### src/rtl/hp_controller.sv
// ---------------------------------------------------------------------------
// hp_controller
//   Once per video frame, requests a damage scan from the collision scanner.
//   When the scan finishes, the controller updates player HP from the reported
//   damage and heal. It also handles invulnerability frames and game-over, and
//   returns a one-cycle mask of bullets that should be removed.
//
// Ports
//   clk, rst_n       : clock (rising edge) and asynchronous active-low reset
//   frame_tick       : one-cycle pulse per frame; requests a scan when idle
//   reset_game       : synchronous restart request
//   is_complete      : scan-done pulse; damage/heal/index_collide valid with it
//   damage[7:0]      : accumulated damage from the scan
//   heal             : scan saw a heal bullet
//   index_collide[2:0]: active-low per-bullet collided mask
//   start            : one-cycle scan start pulse
//   hp[7:0]          : current player HP
//   hit              : one-cycle pulse when nonzero damage is applied
//   invuln           : high while invulnerability frames remain
//   bullet_kill[2:0] : one-cycle active-high mask of bullets to remove
//   game_over        : high while HP is 0
//   scan_error       : sticky flag, set when a scan timed out
// ---------------------------------------------------------------------------
module hp_controller #(
    parameter int unsigned MAX_HP        = 100,
    parameter int unsigned HEAL_AMOUNT   = 5,
    parameter int unsigned INVULN_FRAMES = 30,
    parameter int unsigned TIMEOUT       = 15
) (
    input  logic       clk,
    input  logic       rst_n,
    input  logic       frame_tick,
    input  logic       reset_game,
    input  logic       is_complete,
    input  logic [7:0] damage,
    input  logic       heal,
    input  logic [2:0] index_collide,
    output logic       start,
    output logic [7:0] hp,
    output logic       hit,
    output logic       invuln,
    output logic [2:0] bullet_kill,
    output logic       game_over,
    output logic       scan_error
);

    localparam int unsigned TW = (TIMEOUT < 2) ? 1 : $clog2(TIMEOUT + 1);
    localparam int unsigned IW = (INVULN_FRAMES < 2) ? 1 : $clog2(INVULN_FRAMES + 1);

    localparam logic [7:0]    HP_MAX     = 8'(MAX_HP);
    localparam logic [8:0]    HP_MAX_9   = 9'(MAX_HP);
    localparam logic [8:0]    HEAL_9     = 9'(HEAL_AMOUNT);
    localparam logic [TW-1:0] TMO_LIMIT  = TW'(TIMEOUT);
    localparam logic [IW-1:0] INV_RELOAD = IW'(INVULN_FRAMES);

    typedef enum logic [2:0] {
        ST_IDLE,
        ST_REQ,
        ST_WAIT,
        ST_APPLY,
        ST_DEAD
    } state_t;

    // HP minus damage, floored at zero.
    function automatic logic [7:0] sat_sub(input logic [7:0] a, input logic [7:0] b);
        return (b >= a) ? 8'd0 : (a - b);
    endfunction

    // Add the heal amount with a 9-bit sum so it cannot wrap, then clamp to MAX_HP.
    function automatic logic [7:0] heal_clamp(input logic [7:0] a, input logic add_heal);
        logic [8:0] sum;
        sum = {1'b0, a} + (add_heal ? HEAL_9 : 9'd0);
        return (sum > HP_MAX_9) ? HP_MAX : sum[7:0];
    endfunction

    state_t        state_q,       state_d;
    logic [7:0]    hp_q,          hp_d;
    logic          start_q,       start_d;
    logic          hit_q,         hit_d;
    logic          invuln_q,      invuln_d;
    logic [2:0]    bullet_kill_q, bullet_kill_d;
    logic          game_over_q,   game_over_d;
    logic          scan_error_q,  scan_error_d;
    logic [IW-1:0] invuln_cnt_q,  invuln_cnt_d;
    logic [TW-1:0] tmo_cnt_q,     tmo_cnt_d;
    logic [7:0]    dmg_cap_q,     dmg_cap_d;
    logic          heal_cap_q,    heal_cap_d;
    logic [2:0]    coll_cap_q,    coll_cap_d;

    logic [7:0] dmg_eff;
    logic [7:0] hp_sub;

    // Damage is ignored while invulnerable; the counter value seen here is the
    // value before any reload or decrement that happens in the same cycle.
    assign dmg_eff = (invuln_cnt_q != '0) ? 8'd0 : dmg_cap_q;
    assign hp_sub  = sat_sub(hp_q, dmg_eff);

    always_comb begin
        state_d       = state_q;
        hp_d          = hp_q;
        start_d       = 1'b0;
        hit_d         = 1'b0;
        bullet_kill_d = 3'b000;
        game_over_d   = game_over_q;
        scan_error_d  = scan_error_q;
        invuln_cnt_d  = invuln_cnt_q;
        tmo_cnt_d     = tmo_cnt_q;
        dmg_cap_d     = dmg_cap_q;
        heal_cap_d    = heal_cap_q;
        coll_cap_d    = coll_cap_q;

        // Invulnerability runs in frames, not clock cycles. It is frozen once the player is dead.
        if (state_q != ST_DEAD && frame_tick && invuln_cnt_q != '0) begin
            invuln_cnt_d = invuln_cnt_q - IW'(1);
        end

        case (state_q)
            ST_IDLE: begin
                if (frame_tick) begin
                    state_d = ST_REQ;
                    start_d = 1'b1;
                end
            end
            ST_REQ: begin
                tmo_cnt_d = '0;
                state_d   = ST_WAIT;
            end
            ST_WAIT: begin
                tmo_cnt_d = tmo_cnt_q + TW'(1);
                // A completion in the same cycle as the timeout still counts.
                if (is_complete) begin
                    dmg_cap_d  = damage;
                    heal_cap_d = heal;
                    coll_cap_d = index_collide;
                    state_d    = ST_APPLY;
                end else if (tmo_cnt_d == TMO_LIMIT) begin
                    scan_error_d = 1'b1;
                    state_d      = ST_IDLE;
                end
            end
            ST_APPLY: begin
                bullet_kill_d = ~coll_cap_q;
                if (dmg_eff != 8'd0) begin
                    hit_d        = 1'b1;
                    invuln_cnt_d = INV_RELOAD;
                end
                if (hp_sub == 8'd0) begin
                    hp_d        = 8'd0;
                    game_over_d = 1'b1;
                    state_d     = ST_DEAD;
                end else begin
                    hp_d    = heal_clamp(hp_sub, heal_cap_q);
                    state_d = ST_IDLE;
                end
            end
            ST_DEAD: begin
                state_d = ST_DEAD;
            end
            default: begin
                state_d = ST_IDLE;
            end
        endcase

        // Restart overrides everything else arriving in the same cycle.
        if (reset_game) begin
            state_d       = ST_IDLE;
            hp_d          = HP_MAX;
            start_d       = 1'b0;
            hit_d         = 1'b0;
            bullet_kill_d = 3'b000;
            game_over_d   = 1'b0;
            scan_error_d  = 1'b0;
            invuln_cnt_d  = '0;
            tmo_cnt_d     = '0;
        end

        invuln_d = (invuln_cnt_d != '0);
    end

    always_ff @(posedge clk or negedge rst_n) begin
        if (!rst_n) begin
            state_q       <= ST_IDLE;
            hp_q          <= HP_MAX;
            start_q       <= 1'b0;
            hit_q         <= 1'b0;
            invuln_q      <= 1'b0;
            bullet_kill_q <= 3'b000;
            game_over_q   <= 1'b0;
            scan_error_q  <= 1'b0;
            invuln_cnt_q  <= '0;
            tmo_cnt_q     <= '0;
            dmg_cap_q     <= 8'd0;
            heal_cap_q    <= 1'b0;
            coll_cap_q    <= 3'b111;
        end else begin
            state_q       <= state_d;
            hp_q          <= hp_d;
            start_q       <= start_d;
            hit_q         <= hit_d;
            invuln_q      <= invuln_d;
            bullet_kill_q <= bullet_kill_d;
            game_over_q   <= game_over_d;
            scan_error_q  <= scan_error_d;
            invuln_cnt_q  <= invuln_cnt_d;
            tmo_cnt_q     <= tmo_cnt_d;
            dmg_cap_q     <= dmg_cap_d;
            heal_cap_q    <= heal_cap_d;
            coll_cap_q    <= coll_cap_d;
        end
    end

    assign start       = start_q;
    assign hp          = hp_q;
    assign hit         = hit_q;
    assign invuln      = invuln_q;
    assign bullet_kill = bullet_kill_q;
    assign game_over   = game_over_q;
    assign scan_error  = scan_error_q;

endmodule
### config.mk
export PLATFORM = sky130hd
export DESIGN_NAME = hp_controller
export DESIGN_NICKNAME = d
export VERILOG_FILES = /design/src/rtl/hp_controller.sv
export SDC_FILE = /design/constraint.sdc
export NUM_CORES = 1
export LEC_CHECK = 0
export ABC_AREA = 1
export CAP_MARGIN = 30
export CORE_ASPECT_RATIO = 1.5
export CORE_MARGIN = 4
export CORE_UTILIZATION = 45
export CTS_CLUSTER_SIZE = 24
export DETAILED_ROUTE_END_ITERATION = 12
export HOLD_SLACK_MARGIN = 0.02
export PLACE_DENSITY = 0.67
export SLEW_MARGIN = 20
export SYNTH_ARGS = -nofsm -noshare
export SYNTH_HDL_FRONTEND = slang
export SYNTH_SLANG_ARGS = --single-unit
### constraint.sdc
create_clock -name clk -period 5.45 [get_ports clk]
set_input_delay 1.3625 -clock clk [delete_from_list [all_inputs] [get_ports clk]]
set_output_delay 1.3625 -clock clk [all_outputs]
set_load 0.01 [all_outputs]
==> results of run 1 <==
-- routing by layer --
layer	vias to the layer above	track usage	routed length, um
met1	1015	0.186	2320
met3	9	0.0276	153
met5	-	0	0
li1	1172	-	-
met4	0	0.0796	169
met2	28	0.327	3130
-- worst max-delay path by stage --
stage	start	to	slack, ps	depth (start not counted)
floorplan	invuln_cnt_q[0]	hp[3]	2200	26
global placement	invuln_cnt_q[0]	hp[3]	1820	26
detailed placement	invuln_cnt_q[0]	hp[1]	1780	26
CTS	invuln_cnt_q[0]	hp[1]	1750	26
global route	invuln_cnt_q[0]	hp[3]	1350	26
finish	invuln_cnt_q[0]	hp[1]	1760	26
-- flip-flops by register name (all words and copies together), names as in the netlist --
signal and cells:
start 1, hp 8, invuln 1, bullet_kill 3, coll_cap_q 3, invuln_cnt_q 5
scan_error 1, state_q 3, heal_cap_q 1, hit 1, game_over 1, tmo_cnt_q 4
dmg_cap_q 8
-- power by group through the flow --
stage	clock (mW)	combinational, mW	sequential [mW]
floorplan	0	1.16	0.427
global placement	0	1.42	0.435
detailed placement	0	1.44	0.435
CTS	0.264	1.45	0.430
global route	0.278	1.64	0.439
finish	0.258	1.44	0.429
-- layout by cell type, fill, tap and decap left out, types with 2 or more instances in the layout --
cell type                           n
sky130_fd_sc_hd__a21oi_1           10
sky130_fd_sc_hd__a21oi_2            2
sky130_fd_sc_hd__clkbuf_8           7
sky130_fd_sc_hd__clkdlybuf4s50_1   31
sky130_fd_sc_hd__clkinv_1           2
sky130_fd_sc_hd__dfrtp_1           34
sky130_fd_sc_hd__dfstp_2            6
sky130_fd_sc_hd__ha_1              15
sky130_fd_sc_hd__inv_1             48
sky130_fd_sc_hd__inv_2              3
sky130_fd_sc_hd__nand2_1          104
sky130_fd_sc_hd__nand2_2            6
sky130_fd_sc_hd__nand2_8            2
sky130_fd_sc_hd__nand3_1           15
sky130_fd_sc_hd__nand3_2            5
sky130_fd_sc_hd__nand3b_1           4
sky130_fd_sc_hd__nand4_1           10
sky130_fd_sc_hd__nor2_1            31
sky130_fd_sc_hd__nor2_2             4
sky130_fd_sc_hd__nor2_4             2
sky130_fd_sc_hd__nor2_8             2
sky130_fd_sc_hd__nor3_1             4
sky130_fd_sc_hd__nor4_1             2
sky130_fd_sc_hd__o21ai_0           12
sky130_fd_sc_hd__o21ai_1            3
sky130_fd_sc_hd__xnor2_1            4
sky130_fd_sc_hd__xor2_1             4
-- cell usage after synthesis, drive strengths merged --
master  number
xor2         4
o22ai        1
dfstp        6
o21a         1
dfrtp       34
clkbuf       3
nor2        39
o211ai       1
nand4       11
and3         1
o21ai       15
nor3         4
nor4         2
ha          15
nand3       21
fa           1
xnor2        4
nand2      113
inv         51
a21oi       12
clkinv       2
or2          1
nand3b       4
-- stage by stage --
| step | setup WS, ps | util | area [um2] | hold slack, ps |
|---|---|---|---|---|
| floorplan | 2200 | - | 2650 | 442 |
| global placement | 1820 | 0.527 | 3050 | 450 |
| detailed placement | 1780 | 0.527 | 3050 | 458 |
| CTS | 1750 | 0.549 | 3170 | 470 |
| global route | 1350 | 0.553 | 3200 | 480 |
| finish | 1760 | 0.553 | 3200 | 468 |
-- worst max-delay path, cell delays in order, from the launching register on --
cell and delay [ps]:
sky130_fd_sc_hd__dfrtp_1 380, sky130_fd_sc_hd__inv_1 70, sky130_fd_sc_hd__ha_1 190, sky130_fd_sc_hd__inv_1 50, sky130_fd_sc_hd__nor2_1 30, sky130_fd_sc_hd__nand2_1 160, sky130_fd_sc_hd__nor2_1 80, sky130_fd_sc_hd__ha_1 210
sky130_fd_sc_hd__fa_1 410, sky130_fd_sc_hd__inv_1 80, sky130_fd_sc_hd__nand2_1 60, sky130_fd_sc_hd__nand2_2 120, sky130_fd_sc_hd__nand3_4 100, sky130_fd_sc_hd__nand2_8 110, sky130_fd_sc_hd__nand2_8 100, sky130_fd_sc_hd__nor2_1 100
sky130_fd_sc_hd__ha_1 170, sky130_fd_sc_hd__ha_1 180, sky130_fd_sc_hd__nand2_1 60, sky130_fd_sc_hd__nand2_1 90, sky130_fd_sc_hd__nand4_1 120, sky130_fd_sc_hd__nor2_1 130, sky130_fd_sc_hd__nand2_1 80, sky130_fd_sc_hd__a21oi_2 170
sky130_fd_sc_hd__nand3_2 140, sky130_fd_sc_hd__nand4_1 110, sky130_fd_sc_hd__nand2_1 60
-- cell families after synthesis --
group	synth area share
AND/OR/NAND/NOR	0.372
buffers and inverters	0.0792
flip-flops	0.380
AO/OA/AOI/OAI	0.0641
adder cells (fa/ha/maj)	0.0783
XOR/XNOR	0.0264
-- cell type report --
class,count,area [um2],share of cell area
multi-input cells,250,1440,0.448
flip-flops and latches,40,1010,0.315
repair buffers,34,343,0.107
inverters,53,199,0.0621
clock buffers,7,96.3,0.0301
well taps,72,90.1,0.0281
clock inverters,1,30.0,0.00938
==> metrics, run 1 <==
Sink Count=40; total routing usage reported by global routing=0.173; Leak Pwr=around 1.6 nW; number of buffers on the longest clock path=2; number of placement rows=34; global-route wire length before repair=a little under 10 mm; initial antenna violation count=0; final antenna-violating net count=0; Die Area=7220 um2; last weighted congestion value of the routability-driven placer=around 0.8; die width=70.7 um; library cell occupying the most area in the post-synthesis netlist=sky130_fd_sc_hd__dfrtp_1; sequential cell area fraction in the yosys report=0.380; ports placed on the boundary=33; Post-Route Setup TNS=0 ps; Crit path required time=5630 ps; # diodes=0; clock input transition at the sequential cells of the worst setup and hold paths=70 ps; postcts setup bufs=0; share of power burned in the clock network=0.122; total power divided by cell area=663 nW/um2; net count reported at finish=417; warnings from Yosys=0; Initial Util=0.459; largest net degree at the start of global routing=41; layout cells sized above 1=0.125; total number of H-tree levels=2; Power Total=roughly 2.1 mW; switching part of the total=0.500; total via count after detailed routing=2224; routed vias/inst=4.87; Setup violations, final=0; hold buffer count at CTS=0; highest fanout seen on the critical path=8; Synth cell types=35; ranking of synthesized cells by area=sky130_fd_sc_hd__dfrtp_1 (32%), sky130_fd_sc_hd__nand2_1 (15%), sky130_fd_sc_hd__ha_1 (7.1%), sky130_fd_sc_hd__inv_1 (6.8%), sky130_fd_sc_hd__dfstp_2 (5.9%); Max Clock Freq=271 MHz; count of input and output buffers=32; clock period minus worst slack=3690 ps; FF+latch count, synth=40; via count of the first global-routing pass=2237; instance count of the mapped netlist=roughly 350; data arrival time at the worst-slack endpoint=3860 ps; NetSw=1.06 mW; share of Yosys cell area claimed by the top area cell type=0.321; clock latency of the later-clocked register in the worst-skew pair=280 ps; status=finished clean; floorplan core area=a little under 6000 um2; Avg Synthesized Cell Area=7.67 um2; number of cells on the worst hold path=2; number of cells in the finished layout apart from fillers=457; final routed wire length divided by cell count=12.6 um; relative slew slack=0.572; clock tree from TritonCTS=built; Post-Syn Area=2650 um2; total wire length after detailed routing=5.77 mm; hold path start=coll_cap_q[1]; Area Growth Syn to Fin=20.7%; post-detailed-placement half-perimeter wirelength=4.75 mm; Reg2Reg Capture Point=hp[1]; reg2reg path depth=26; RSZ-0062 raised after global routing=false; part of the cycle the worst path needs=0.676; Final Max Tran Viols=0; CTS Root Buffer Type=sky130_fd_sc_hd__clkbuf_8; final count of hold timing violations=0; worst reg2reg startpoint=invuln_cnt_q[0]; number of cells after detailed placement=447; VDD IR max=0.284 mV; synthesized netlist net count=379; startpoint-to-endpoint class of the critical path=flop to flop; kind of capture point of the worst setup path=flop; CP Launch Type=flop; overflow left after global routing=0; combinational share of power=0.676; number of DRC violations after detailed-routing iteration 0=67; post-cts sizing count=0; actual slew at the worst max-slew pin=641 ps; maximum clock skew at final layout=4.29 ps; FF-to-FF setup slack=1760 ps; capture endpoint of the worst hold path=coll_cap_q[1]; number of search-and-repair iterations in the first detailed-routing pass=4; Internal=1.06 mW; number of CTS-inserted buffers=5; vertical die dimension=around 100 um; number of max-capacitance violations reported=0; remaining routing DRC violations=0; kind of path behind the tightest hold check=flop to flop; fill count=589; sequential cell fraction of total power=0.202
Note: power is estimated with default switching activity, not from simulation.
==> run 2: changes to the inputs <==
clock period = 3.4 ns   (was 5.45 ns; I/O delays follow)
==> run 2 against run 1 <==
  * Combinational power rose by 110%
  * Critical path type unchanged
  * Cell count rose by 6.1%
  * Non-clock buffer count rose by 28
  * Clock skew barely moved
  * Largest cell class unchanged
  * Hold slack got worse by 55 ps
==> metrics, run 2 (synthesis results as in run 1) <==
remaining routing DRC violations=0 (unchanged); leading cell types in the layout, fill and taps excluded=sky130_fd_sc_hd__nand2_1 (96), sky130_fd_sc_hd__inv_1 (44), sky130_fd_sc_hd__dfrtp_1 (34) (was sky130_fd_sc_hd__nand2_1 (104), sky130_fd_sc_hd__inv_1 (48), sky130_fd_sc_hd__dfrtp_1 (34)); Setup violations, final=0 (unchanged); Initial Util=0.459 (unchanged); startpoint-to-endpoint class of the critical path=flop to flop (unchanged); Power Total=4.07 mW (was 2.12 mW); worst reg2reg startpoint=invuln_cnt_q[1] (was invuln_cnt_q[0]); total routing usage reported by global routing=0.175 (was 0.173); post-detailed-placement half-perimeter wirelength=4.81 mm (was 4.75 mm); layout cells sized above 1=0.247 (was 0.125); CP Launch Type=flop (unchanged); hold buffer count at CTS=0 (unchanged); die width=70.7 um (unchanged); kind of path behind the tightest hold check=primary input to asynchronous set/reset pin (was flop to flop); final count of hold timing violations=0 (unchanged); clock period minus worst slack=3300 ps (was 3690 ps); vertical die dimension=102 um (unchanged); status=finished clean (unchanged); Area Growth Syn to Fin=34.9% (was 20.7%); total wire length after detailed routing=6.50 mm (was 5.77 mm); clock tree from TritonCTS=built (unchanged); total power divided by cell area=1140 nW/um2 (was 663 nW/um2); delay of the slowest cell on the worst path=400 ps (was 410 ps); number of placement rows=34 (unchanged); VDD IR max=0.412 mV (was 0.284 mV); number of CTS-inserted buffers=5 (unchanged); kind of capture point of the worst setup path=flop (unchanged); relative slew slack=0.785 (was 0.572); final antenna-violating net count=0 (unchanged); via count of the first global-routing pass=2319 (was 2237); reg2reg path depth=26 (unchanged); actual slew at the worst max-slew pin=319 ps (was 641 ps); maximum clock skew at final layout=4.41 ps (was 4.29 ps); number of DRC violations after detailed-routing iteration 0=80 (was 67); last weighted congestion value of the routability-driven placer=0.778 (was 0.811); highest fanout seen on the critical path=5 (was 8); global-route wire length before repair=10.1 mm (was 9.88 mm); clock latency of the later-clocked register in the worst-skew pair=290 ps (was 280 ps); routed vias/inst=4.99 (was 4.87); final routed wire length divided by cell count=13.4 um (was 12.6 um); Max Clock Freq=303 MHz (was 271 MHz); number of max-capacitance violations reported=0 (unchanged); number of search-and-repair iterations in the first detailed-routing pass=4 (unchanged); overflow left after global routing=0 (unchanged); number of buffers on the longest clock path=2 (unchanged); most common library cell in the layout ignoring fill and taps=sky130_fd_sc_hd__nand2_1 (unchanged); CTS Root Buffer Type=sky130_fd_sc_hd__clkbuf_8 (unchanged); # diodes=0 (unchanged); Crit path required time=3580 ps (was 5630 ps); number of cells after detailed placement=461 (was 447); ports placed on the boundary=33 (unchanged); Reg2Reg Capture Point=hp[4] (was hp[1]); Post-Route Setup TNS=0 ps (unchanged); RSZ-0062 raised after global routing=true (was false); Sink Count=40 (unchanged); library cell contributing the largest single delay on the critical path=sky130_fd_sc_hd__fa_2 (was sky130_fd_sc_hd__fa_1); number of cells in the finished layout apart from fillers=485 (was 457); net count reported at finish=445 (was 417); total area of sequential cells=1010 um2 (unchanged); fill count=511 (was 589); total via count after detailed routing=2422 (was 2224); largest net degree at the start of global routing=41 (unchanged); Final Max Tran Viols=0 (unchanged); floorplan core area=5790 um2 (unchanged); total number of H-tree levels=2 (unchanged); clock input transition at the sequential cells of the worst setup and hold paths=70 ps (about the same); initial antenna violation count=0 (unchanged); multi-input gate area in the final layout=1620 um2 (was 1440 um2); FF-to-FF setup slack=100 ps (was 1760 ps); Leak Pwr=1.76 nW (was 1.62 nW); Die Area=7220 um2 (unchanged); count of input and output buffers=32 (unchanged); data arrival time at the worst-slack endpoint=3480 ps (was 3860 ps); part of the cycle the worst path needs=0.970 (was 0.676)
==> run 2: cell types whose count changed in the layout (fill, tap and decap cells not counted), sizes merged <==
cell and change:
clkbuf -1, clkinv +2, inv -1, buf +28
==> run 2: cell type report <==
type	instances	area share
Sequential cell	40	0.282
Tap cell	72	0.0252
Clock buffer	6	0.0203
Clock inverter	2	0.00978
Multi-Input combinational cell	250	0.452
Inverter	53	0.0570
Timing Repair Buffer	62	0.154
==> run 2: how the worst max path moves through the flow <==
stage            end             from  slack (ps)  cells after the start
5_1_grt        hp[3]  invuln_cnt_q[1]        -190                     25
4_1_cts        hp[4]  invuln_cnt_q[1]           9                     25
3_5_place_dp   hp[4]  invuln_cnt_q[0]         -40                     26
2_1_floorplan  hp[3]  invuln_cnt_q[0]         150                     26
3_3_place_gp   hp[0]  invuln_cnt_q[0]           5                     26
6_report       hp[4]  invuln_cnt_q[1]         100                     26
==> run 2: layer usage <==
layer | vias to the layer above | part of all wire | global-route usage
met3 | 20 | 0.030 | 0.0207
met4 | 0 | 0.051 | 0.0883
met5 | - | 0 | 0
met2 | 51 | 0.54 | 0.320
li1 | 1227 | - | -
met1 | 1124 | 0.38 | 0.200
==> run 2: repair_timing <==
action | in CTS | in global routing
endpoints found under the setup margin | 5 | 7
setup buffers | 0 | 15
resized for setup | 2 | 37
pin swaps | 0 | 20
==> run 2: through the flow <==
| stage | area [um2] | utilization | hold WS, ps | worst slack [ps] |
|---|---|---|---|---|
| 2_1_floorplan | 2650 | - | 442 | 150 |
| 3_3_place_gp | 3150 | 0.545 | 453 | 5.14 |
| 3_5_place_dp | 3150 | 0.545 | 459 | -42.2 |
| 4_1_cts | 3270 | 0.564 | 471 | 9.07 |
| 5_1_grt | 3580 | 0.619 | 412 | -189 |
| 6_report | 3580 | 0.619 | 413 | 103 |
==> run 2: where the power goes <==
part           internal (mW)  switching [mW]
logic                   1.26            1.73
registers              0.611          0.0913
clock network          0.218           0.161
total                   2.09            1.98
==> run 2: critical path, delay by kind of cell (launching register included) <==
| family | cells | cell delay, ps |
|---|---|---|
| and+or+nand+nor | 17 | 1470 |
| adders and majority gates | 5 | 1000 |
| DFF | 1 | 360 |
| AOI/OAI and AO/OA | 1 | 180 |
| buffers and inverters | 3 | 170 |
==> run 3: changes to the inputs <==
MAX_ROUTING_LAYER = met4   (was not set)
==> run 3 against run 2 <==
  * Clock-buffer cell count unchanged
  * Utilization stayed put
  * Sequential power about the same
  * Power increased by 0.15%
  * Clock power hardly changed
  * Sequential share of layout area stayed put
  * Via count is 0.41% lower
  * Critical path depth unchanged
  * Hold slack lost 9.1 ps
  * Wire length is 0.38% higher
  * Fmax is 0.14% lower
  * Clock skew rose by 2.7 ps
  * Largest cell class unchanged
  * Largest power group unchanged
==> metrics, run 3 (synthesis results as in run 1) <==
Internal=2.09 mW (about the same); Max Clock Freq=303 MHz (about the same); Setup violations, final=0 (unchanged); part of the cycle the worst path needs=0.971 (was 0.970); routed vias/inst=4.97 (was 4.99); number of placement rows=34 (unchanged); total number of H-tree levels=2 (unchanged); final routed wire length divided by cell count=13.5 um (was 13.4 um); post-detailed-placement half-perimeter wirelength=4.81 mm (unchanged); total via count after detailed routing=2412 (was 2422); hold buffer count at CTS=0 (unchanged); Power Total=4.07 mW (about the same); clock tree from TritonCTS=built (unchanged); clock period minus worst slack=3300 ps (about the same); floorplan core area=5790 um2 (unchanged); clock input transition at the sequential cells of the worst setup and hold paths=70 ps (about the same); initial antenna violation count=0 (unchanged); Final Max Tran Viols=0 (unchanged); combinational share of power=0.734 (about the same); RSZ-0062 raised after global routing=true (unchanged); die width=70.7 um (unchanged); count of input and output buffers=32 (unchanged); number of CTS-inserted buffers=5 (unchanged); largest net degree at the start of global routing=41 (unchanged); overflow left after global routing=0 (unchanged); number of search-and-repair iterations in the first detailed-routing pass=4 (unchanged); layout cells sized above 1=0.247 (unchanged); kind of cell adding the most delay to the critical path=simple AND/OR/NAND/NOR gates (unchanged); relative slew slack=0.783 (was 0.785); Sink Count=40 (unchanged); # diodes=0 (unchanged); combined buffer and inverter count along the critical path=3 (unchanged); Leak Pwr=1.76 nW (unchanged); highest fanout seen on the critical path=5 (unchanged); switching part of the total=0.487 (was 0.486); last weighted congestion value of the routability-driven placer=0.789 (was 0.778); number of max-capacitance violations reported=0 (unchanged); share of power burned in the clock network=0.094 (was 0.093); final count of hold timing violations=0 (unchanged); CTS Root Buffer Type=sky130_fd_sc_hd__clkbuf_8 (unchanged); Die Area=7220 um2 (unchanged); net count reported at finish=445 (unchanged); library cell contributing the largest single delay on the critical path=sky130_fd_sc_hd__fa_2 (unchanged); delay of the slowest cell on the worst path=400 ps (about the same); number of DRC violations after detailed-routing iteration 0=102 (was 80); most common library cell in the layout ignoring fill and taps=sky130_fd_sc_hd__nand2_1 (unchanged); total wire length after detailed routing=6.53 mm (was 6.50 mm); number of buffers on the longest clock path=2 (unchanged); data arrival time at the worst-slack endpoint=3480 ps (about the same); ports placed on the boundary=33 (unchanged); standard cell area after detailed placement=3150 um2 (unchanged); total power divided by cell area=1140 nW/um2 (about the same); global-route wire length before repair=10.2 mm (was 10.1 mm); maximum clock skew at final layout=7.07 ps (was 4.41 ps); actual slew at the worst max-slew pin=322 ps (was 319 ps); leading cell types in the layout, fill and taps excluded=sky130_fd_sc_hd__nand2_1 (96), sky130_fd_sc_hd__inv_1 (44), sky130_fd_sc_hd__dfrtp_1 (34) (unchanged); kind of path behind the tightest hold check=primary input to asynchronous set/reset pin (unchanged); kind of capture point of the worst setup path=flop (unchanged); via count of the first global-routing pass=2315 (was 2319); startpoint-to-endpoint class of the critical path=flop to flop (unchanged); sequential cell fraction of total power=0.172 (was 0.173); vertical die dimension=102 um (unchanged); FF-to-FF setup slack=100 ps (about the same); CP Launch Type=flop (unchanged); final antenna-violating net count=0 (unchanged); final instance area=3580 um2 (unchanged); VDD IR max=0.414 mV (was 0.412 mV); NetSw=1.98 mW (about the same); status=finished clean (unchanged); Crit path required time=3580 ps (about the same); total routing usage reported by global routing=0.181 (was 0.175); Initial Util=0.459 (unchanged); Area Growth Syn to Fin=34.9% (unchanged); clock latency of the later-clocked register in the worst-skew pair=290 ps (about the same); remaining routing DRC violations=0 (unchanged)
==> run 3: cell counts in the layout (fill, tap and decap cells not counted) <==
Identical to the previous run, type by type.
==> run 3: metal layers <==
layer / wire, um / GRT usage / vias up
met5: 0 / - / -
li1: - / - / 1229
met3: 170 / 0.0197 / 22
met1: 2530 / 0.200 / 1113
met4: 346 / 0.0883 / 0
met2: 3480 / 0.321 / 48
==> run 3: final cells by class <==
class	instances	area, um2
Sequential cell	40	1010
Clock inverter	2	35.0
Clock buffer	6	72.6
Tap cell	72	90.1
Fill cell	508	2200
Inverter	53	204
Multi-Input combinational cell	250	1620
Timing Repair Buffer	62	553
==> run 3: timing repair <==
item | CTS | global route
gates resized for setup | 2 | 37
endpoints found under the setup margin | 5 | 7
setup buffers | 0 | 15
pin swaps | 0 | 20
==> run 3: power groups by stage <==
| stage | Sequential (mW) | Combinational, mW | Clock, mW |
|---|---|---|---|
| CTS | 0.689 | 2.48 | 0.392 |
| global placement | 0.695 | 2.44 | 0 |
| global route | 0.718 | 3.29 | 0.411 |
| finish | 0.703 | 2.99 | 0.381 |
| floorplan | 0.684 | 1.86 | 0 |
| detailed placement | 0.697 | 2.46 | 0 |
==> run 3: worst paths after layout <==
| check | startpoint | endpoint | cells past startpoint |
|---|---|---|---|
| max | invuln_cnt_q[1] | hp[4] | 26 |
| min | rst_n | hp[4] | 1 |
| max reg2reg | invuln_cnt_q[1] | hp[4] | 26 |
| min reg2reg | coll_cap_q[1] | coll_cap_q[1] | 2 |
| max in group asynchronous | rst_n | coll_cap_q[2] | 2 |
| min in group clk | coll_cap_q[1] | coll_cap_q[1] | 2 |
==> run 3: per-stage QoR <==
step / util / std cells / TNS, ps / hold WS, ps / worst slack [ps]
after floorplan: - / 346 / 0 / 442 / 150
after global placement: 0.545 / 461 / 0 / 453 / 5.14
after detailed placement: 0.545 / 461 / -150 / 459 / -42.2
after CTS: 0.564 / 469 / 0 / 471 / 9.07
after global routing: 0.619 / 485 / -1150 / 398 / -221
final: 0.619 / 485 / 0 / 404 / 98.3
